<file path="config.mk">
export PLATFORM = sky130hd
export DESIGN_NAME = ro_puf_eval_flat
export DESIGN_NICKNAME = d
export VERILOG_FILES = /design/src/rtl/ro_puf_eval_pkg.sv /design/src/rtl/ro_puf_eval_if.sv /design/src/rtl/ro_puf_eval_edge_counter.sv /design/src/rtl/ro_puf_eval.sv /design/src/flat_wrapper.sv
export SDC_FILE = /design/constraint.sdc
export NUM_CORES = 1
export LEC_CHECK = 0
export ABC_AREA = 0
export BUFFER_PORTS_ARGS = -buffer_cell sky130_fd_sc_hd__buf_2
export CORE_AREA = 2 2 131 133
export DETAILED_ROUTE_END_ITERATION = 12
export DIE_AREA = 0 0 133 135
export SYNTH_ARGS = -nofsm -noshare
export SYNTH_HDL_FRONTEND = slang
export SYNTH_SLANG_ARGS = --single-unit
</file>
<file path="constraint.sdc">
create_clock -name clk -period 5.3 [get_ports clk]
set_input_delay 1.06 -clock clk [delete_from_list [all_inputs] [get_ports clk]]
set_output_delay 1.06 -clock clk [all_outputs]
set_load 0.005 [all_outputs]
</file>
<file path="src/rtl/ro_puf_eval_pkg.sv">
// Shared types and constants for the ring-oscillator PUF evaluator.
package ro_puf_pkg;

    typedef enum logic [1:0] {
        ST_IDLE   = 2'd0,
        ST_SETTLE = 2'd1,
        ST_COUNT  = 2'd2,
        ST_CMP    = 2'd3
    } ro_state_t;

    // Cycles needed to flush stale data out of the 3-flop synchroniser.
    localparam int SETTLE_CYCLES = 3;

    localparam int DEF_N_CH  = 16;
    localparam int DEF_CNT_W = 16;
    localparam int DEF_WIN_W = 16;

endpackage

</file>
<file path="src/rtl/ro_puf_eval_if.sv">
// Challenge/response bus between the PUF controller (master) and evaluator (slave).
interface ro_puf_eval_if
    import ro_puf_pkg::*;
#(
    parameter int SEL_W = $clog2(DEF_N_CH),
    parameter int CNT_W = DEF_CNT_W,
    parameter int WIN_W = DEF_WIN_W
) ();

    logic             start;
    logic [SEL_W-1:0] sel_a;
    logic [SEL_W-1:0] sel_b;
    logic [WIN_W-1:0] win_len;
    logic             busy;
    logic             done;
    logic             response;
    logic             tie;
    logic [CNT_W-1:0] cnt_a;
    logic [CNT_W-1:0] cnt_b;

    modport master (
        output start, sel_a, sel_b, win_len,
        input  busy, done, response, tie, cnt_a, cnt_b
    );

    modport slave (
        input  start, sel_a, sel_b, win_len,
        output busy, done, response, tie, cnt_a, cnt_b
    );

endinterface

</file>
<file path="src/rtl/ro_puf_eval_edge_counter.sv">
// One measurement channel: oscillator select, 3-flop synchroniser, rising-edge
// detect and saturating edge counter. count_next is the value after this edge.
module ro_edge_counter
    import ro_puf_pkg::*;
#(
    parameter int N_CH  = DEF_N_CH,
    parameter int SEL_W = $clog2(N_CH),
    parameter int CNT_W = DEF_CNT_W
) (
    input  logic             clk,
    input  logic             rst,
    input  logic [N_CH-1:0]  osc_in,
    input  logic [SEL_W-1:0] sel,
    input  logic             clear,
    input  logic             enable,
    output logic [CNT_W-1:0] count_next
);

    logic             line_s;
    logic             s1_r;
    logic             s2_r;
    logic             s3_r;
    logic             rise_s;
    logic [CNT_W-1:0] count_r;

    // Out-of-range selects read constant 0; only reachable when N_CH is not a power of two.
    if ((2 ** SEL_W) > N_CH) begin : g_sel_guard
        logic sel_ok_s;
        assign sel_ok_s = ({1'b0, sel} < (SEL_W + 1)'(N_CH));
        assign line_s   = sel_ok_s ? osc_in[sel] : 1'b0;
    end else begin : g_sel_full
        assign line_s = osc_in[sel];
    end

    // Synchroniser chain for the asynchronous oscillator line.
    always_ff @(posedge clk) begin
        if (rst) begin
            s1_r <= 1'b0;
            s2_r <= 1'b0;
            s3_r <= 1'b0;
        end else begin
            s1_r <= line_s;
            s2_r <= s1_r;
            s3_r <= s2_r;
        end
    end

    assign rise_s = s2_r & ~s3_r;

    // Next count: clear wins, then a saturating increment on a detected edge.
    always_comb begin
        count_next = count_r;
        if (clear) begin
            count_next = {CNT_W{1'b0}};
        end else if (enable && rise_s && (count_r != {CNT_W{1'b1}})) begin
            count_next = count_r + CNT_W'(1);
        end else begin
            count_next = count_r;
        end
    end

    // Edge counter register.
    always_ff @(posedge clk) begin
        if (rst) begin
            count_r <= {CNT_W{1'b0}};
        end else begin
            count_r <= count_next;
        end
    end

endmodule

</file>
<file path="src/rtl/ro_puf_eval.sv">
// Ring-oscillator PUF evaluator: selects two oscillators, counts their edges over
// a programmed window and reports which ran faster.
module ro_puf_eval
    import ro_puf_pkg::*;
#(
    parameter int N_CH  = DEF_N_CH,
    parameter int SEL_W = $clog2(N_CH),
    parameter int CNT_W = DEF_CNT_W,
    parameter int WIN_W = DEF_WIN_W
) (
    input  logic            clk,
    input  logic            rst,
    input  logic [N_CH-1:0] osc_in,
    ro_puf_eval_if.slave    bus
);

    ro_state_t        state_r;
    ro_state_t        state_s;
    logic [SEL_W-1:0] sel_a_r;
    logic [SEL_W-1:0] sel_b_r;
    logic [WIN_W-1:0] win_len_r;
    logic [WIN_W-1:0] win_cnt_r;
    logic [1:0]       settle_cnt_r;
    logic             start_acc_s;
    logic             count_en_s;
    logic [CNT_W-1:0] cnt_a_next_s;
    logic [CNT_W-1:0] cnt_b_next_s;

    logic             busy_r;
    logic             done_r;
    logic             response_r;
    logic             tie_r;
    logic [CNT_W-1:0] cnt_a_r;
    logic [CNT_W-1:0] cnt_b_r;

    assign start_acc_s = (state_r == ST_IDLE) && bus.start;
    assign count_en_s  = (state_r == ST_COUNT);

    // Next-state logic for the evaluation sequence.
    always_comb begin
        state_s = state_r;
        case (state_r)
            ST_IDLE: begin
                if (bus.start) state_s = ST_SETTLE;
                else           state_s = ST_IDLE;
            end
            ST_SETTLE: begin
                if (settle_cnt_r == 2'(SETTLE_CYCLES - 1))
                    state_s = (win_len_r == {WIN_W{1'b0}}) ? ST_CMP : ST_COUNT;
                else
                    state_s = ST_SETTLE;
            end
            ST_COUNT: begin
                if (win_cnt_r == WIN_W'(1)) state_s = ST_CMP;
                else                        state_s = ST_COUNT;
            end
            ST_CMP:  state_s = ST_IDLE;
            default: state_s = ST_IDLE;
        endcase
    end

    // State register, settle/window timers and request latching.
    always_ff @(posedge clk) begin
        if (rst) begin
            state_r      <= ST_IDLE;
            settle_cnt_r <= 2'd0;
            win_cnt_r    <= {WIN_W{1'b0}};
            sel_a_r      <= {SEL_W{1'b0}};
            sel_b_r      <= {SEL_W{1'b0}};
            win_len_r    <= {WIN_W{1'b0}};
        end else begin
            state_r      <= state_s;
            settle_cnt_r <= (state_r == ST_SETTLE) ? settle_cnt_r + 2'd1 : 2'd0;
            if (start_acc_s) begin
                sel_a_r   <= bus.sel_a;
                sel_b_r   <= bus.sel_b;
                win_len_r <= bus.win_len;
            end
            if ((state_r == ST_SETTLE) && (state_s == ST_COUNT))
                win_cnt_r <= win_len_r;
            else if (state_r == ST_COUNT)
                win_cnt_r <= win_cnt_r - WIN_W'(1);
        end
    end

    ro_edge_counter #(.N_CH(N_CH), .SEL_W(SEL_W), .CNT_W(CNT_W)) u_cnt_a (
        .clk        (clk),
        .rst        (rst),
        .osc_in     (osc_in),
        .sel        (sel_a_r),
        .clear      (start_acc_s),
        .enable     (count_en_s),
        .count_next (cnt_a_next_s)
    );

    ro_edge_counter #(.N_CH(N_CH), .SEL_W(SEL_W), .CNT_W(CNT_W)) u_cnt_b (
        .clk        (clk),
        .rst        (rst),
        .osc_in     (osc_in),
        .sel        (sel_b_r),
        .clear      (start_acc_s),
        .enable     (count_en_s),
        .count_next (cnt_b_next_s)
    );

    // Results are captured on entry to CMP from the counters' next values so the
    // final window edge is included and done lines up with the CMP cycle.
    always_ff @(posedge clk) begin
        if (rst) begin
            busy_r     <= 1'b0;
            done_r     <= 1'b0;
            response_r <= 1'b0;
            tie_r      <= 1'b0;
            cnt_a_r    <= {CNT_W{1'b0}};
            cnt_b_r    <= {CNT_W{1'b0}};
        end else begin
            busy_r <= (state_s != ST_IDLE);
            done_r <= (state_s == ST_CMP);
            if (state_s == ST_CMP) begin
                response_r <= (cnt_a_next_s > cnt_b_next_s);
                tie_r      <= (cnt_a_next_s == cnt_b_next_s);
                cnt_a_r    <= cnt_a_next_s;
                cnt_b_r    <= cnt_b_next_s;
            end
        end
    end

    assign bus.busy     = busy_r;
    assign bus.done     = done_r;
    assign bus.response = response_r;
    assign bus.tie      = tie_r;
    assign bus.cnt_a    = cnt_a_r;
    assign bus.cnt_b    = cnt_b_r;

endmodule

</file>
<file path="src/flat_wrapper.sv">
// flat-port wrapper written by rule: the top's interface ports become plain ports
module ro_puf_eval_flat import ro_puf_pkg::*;
#(
    parameter int N_CH  = DEF_N_CH,
    parameter int SEL_W = $clog2(N_CH),
    parameter int CNT_W = DEF_CNT_W,
    parameter int WIN_W = DEF_WIN_W
)
  (clk, rst, osc_in, bus_start, bus_sel_a, bus_sel_b, bus_win_len, bus_busy, bus_done, bus_response, bus_tie, bus_cnt_a, bus_cnt_b);
  ro_puf_eval_if #(.SEL_W(SEL_W), .CNT_W(CNT_W), .WIN_W(WIN_W)) bus_i ();
  input  logic clk;
  input  logic rst;
  input  logic [N_CH-1:0] osc_in;
  input wire logic [$bits(bus_i.start)-1:0] bus_start;
  input wire logic [$bits(bus_i.sel_a)-1:0] bus_sel_a;
  input wire logic [$bits(bus_i.sel_b)-1:0] bus_sel_b;
  input wire logic [$bits(bus_i.win_len)-1:0] bus_win_len;
  output wire logic [$bits(bus_i.busy)-1:0] bus_busy;
  output wire logic [$bits(bus_i.done)-1:0] bus_done;
  output wire logic [$bits(bus_i.response)-1:0] bus_response;
  output wire logic [$bits(bus_i.tie)-1:0] bus_tie;
  output wire logic [$bits(bus_i.cnt_a)-1:0] bus_cnt_a;
  output wire logic [$bits(bus_i.cnt_b)-1:0] bus_cnt_b;
  assign bus_i.start = bus_start;
  assign bus_i.sel_a = bus_sel_a;
  assign bus_i.sel_b = bus_sel_b;
  assign bus_i.win_len = bus_win_len;
  assign bus_busy = bus_i.busy;
  assign bus_done = bus_i.done;
  assign bus_response = bus_i.response;
  assign bus_tie = bus_i.tie;
  assign bus_cnt_a = bus_i.cnt_a;
  assign bus_cnt_b = bus_i.cnt_b;
  ro_puf_eval #(.N_CH(N_CH), .SEL_W(SEL_W), .CNT_W(CNT_W), .WIN_W(WIN_W)) u_core (.clk(clk), .rst(rst), .osc_in(osc_in), .bus(bus_i));
endmodule
</file>
==> impl_metrics.yaml <==
place:
  dpl-instance-area_sq_um: 6200
  gp_routability_congestion: 0.854
  portBuffers: 78
  hpwl_mm: 10.7
  dp.cells: 924
finish:
  final_cells: 956
  layout_commonest_cell: "dfxtp_1"
  synthToLayoutAreaGrowth_pct: 20.8
  fin_nets: 787
  most-common-layout-cells: "118 x dfxtp_1, 105 x nand2_1, 78 x buf_2, 65 x nor2_1, 46 x a21oi_1"
  fillers: 1662
  n_antenna_cell: 0
  fin_area_sq_um: 6830
  drive_above_1_share_pct: 20.1
sta:
  period_minus_slack_ns: 3.49
  clock-skew-final_ns: 0.0134
  drv_slew: 0
  min_period_over_period_pct: 65.8
  hold_viol_final: 0
  rsz0062_at_grt: "no"
  worst_slew_pin_slew_ns: 0.912
  fmax_mhz: 287
  slew_headroom_pct: 39.2
  finalSetupViolations: 0
  fin_tns_setup_ns: 0
job:
  maxCapViolations: 0
logic_synthesis:
  synth_ff_type: "dfxtp_1"
  async_reset_ff_share_pct: 0
  synth_fp_nets: 720
  ys_seq_area_share_pct: 41.8
  syn_area_sq_um: 5660
  yosysUniqueCellTypes: 71
  ys_warn_count: 0
  synthesis.instances: 656
  ys_ff_latch: 118
  synth_edf_count: 0
  postSynthAreaPerCell_sq_um: 8.62
floorplan:
  pin_count: 79
  die_w_um: 133
  core-area_sq_um: 16400
  initial_core_util_pct: 34.5
  die_h_um: 135
  die_area_sq_um: 18000
  row_count: 47
drt:
  drtAntennaViolNets: 0
  dr.pass1.iters: 6
  wl_mm: 15.1
  avgRoutedWirePerCell_um: 15.8
  route.vias.total: 5096
  vias_per_cell: 5.33
  first_iter_violations: 519
  drc: 0
clock_network:
  cts_root_buffer: "clkbuf_16"
  postCtsHoldBufs: 0
  cts_tree: "done"
  post_cts_buffers: 0
  cts_htree_levels: 4
  clock_sinks: 118
  clock_latency_ns: 0.43
  clk_path_buf_depth: 2
  cts.repair.resized: 0
  numCtsBuffers: 17
  path_clk_slew_ns: 0.06
run_status:
  status: "finished, final reports clean"
global_routing:
  grt_max_degree: 42
  grt_pass1_wl_mm: 24.8
  grt_pass1_vias: 4860
  gr-usage-all-layers_pct: 17.4
  overflow: 0
  antenna_found_initial: 0
setup_path:
  crit_type: "reg2reg"
  cp_max_fo: 6
  cp_slowest_cell: "mux2i_1"
  path_cells: "ha_1 -> nand3_1 -> nor3_1 -> a21oi_1 -> mux2i_1 -> or2_2 -> ha_1 -> nor2b_1 -> o21bai_1 -> a31oi_1 -> o311ai_0 -> o21ai_0"
  path_buf_inv: 0
  r2r_cells: 12
  critical_path_required_ns: 5.59
  critPathLaunchType: "register"
  crit_family: "simple AND/OR/NAND/NOR gates"
  endpoint_kind: "register"
  critPathMaxStageDelay_ns: 0.49
  cp.depth: 12
  cp_common_cell: "ha_1"
  crit_arrival_ns: 3.78
hold_path:
  worstHoldPathType: "reg2reg"
  whs_path_depth: 1
power_and_ir_drop:
  p_leak_nw: 2.58
  power_per_cell_area_nw_per_um2: 330
  ir_drop_uv: 260
[cells by family (layout without fill, tap and decap cells)]
kind of cell,Yosys count,after routing,share of synthesized area (%)
DFF,118,118,41.8
adders and majority gates,21,21,4.64
AOI/OAI and AO/OA,143,143,16.2
xor gates and xnor gates,11,11,1.70
muxes,20,20,5.84
buffers and inverters,49,129,3.63
and+or+nand+nor,294,294,26.2
[metal layers]
metal / share of wire, % / track usage, %
met4: 1.7 / 6.63
met1: 48 / 23.8
met5: 0 / 0
met2: 44 / 26.9
met3: 6.7 / 4.02
[area by class of cell]
type,instances,area [sq um],share of cell area [%]
clock buffers,18,429,6.28
repair buffers,81,413,6.04
inverters,16,60.1,0.879
well taps,220,275,4.03
flip-flops and latches,118,2360,34.6
multi-input cells,489,3090,45.3
clock inverters,14,200,2.93
[state kept, by name (all words and copies together) (netlist names)]
signal                  cells
u_core.sel_b_r              4
u_core.win_len_r           16
u_core.u_cnt_b.s3_r         1
u_core.bus.cnt_b           16
u_core.win_cnt_r           16
u_core.sel_a_r              4
u_core.bus.done             1
u_core.bus.busy             1
u_core.state_r              2
u_core.u_cnt_b.s2_r         1
u_core.bus.response         1
u_core.settle_cnt_r         2
u_core.u_cnt_b.s1_r         1
u_core.u_cnt_a.s3_r         1
u_core.bus.tie              1
u_core.bus.cnt_a           16
u_core.u_cnt_a.count_r     16
u_core.u_cnt_a.s1_r         1
u_core.u_cnt_b.count_r     16
u_core.u_cnt_a.s2_r         1
[power by group]
group          switching (mW)  internal [mW]  total (mW)
clock                   0.431          0.791        1.22
combinational          0.0615         0.0459       0.107
sequential             0.0173          0.905       0.922
[per-stage QoR]
step / hold WS [ns] / power (mW) / setup WS [ns] / util (%)
final: 0.412 / 2.25 / 1.81 / 41.7
after global routing: 0.454 / 2.33 / 1.41 / 41.7
after CTS: 0.419 / 2.28 / 1.86 / 41.7
after detailed placement: 0.403 / 1.05 / 1.53 / 37.8
after global placement: 0.404 / 1.05 / 1.66 / 37.8
after floorplan: 0.392 / 1.01 / 1.99 / -
[final timing paths]
check	startpoint	to	slack, ns
setup / recovery	u_core.u_cnt_b.count_r[0]	u_core.bus.response	1.81
hold / removal	u_core.settle_cnt_r[0]	u_core.settle_cnt_r[0]	0.41
setup reg to reg	u_core.u_cnt_b.count_r[0]	u_core.bus.response	1.81
hold reg to reg	u_core.settle_cnt_r[0]	u_core.settle_cnt_r[0]	0.41
[cells in the mapped netlist, types with 5 or more instances]
cell type / n / area (sq um)
a21oi_1: 46 / 230
a31oi_1: 12 / 75.1
and2_1: 7 / 43.8
and3_1: 6 / 37.5
clkbuf_1: 26 / 97.6
dfxtp_1: 118 / 2360
ha_1: 21 / 263
inv_1: 16 / 60.1
mux2i_1: 6 / 60.1
mux4_2: 10 / 225
nand2_1: 105 / 394
nand3_1: 20 / 100
nand4_1: 17 / 106
nor2_1: 65 / 244
nor2b_1: 6 / 37.5
nor3_1: 16 / 80.1
nor4_1: 11 / 68.8
o211ai_1: 7 / 52.6
o21ai_0: 29 / 145
o311ai_0: 5 / 43.8
xnor2_1: 10 / 87.6
No activity file was read; power rests on OpenSTA's default activity.
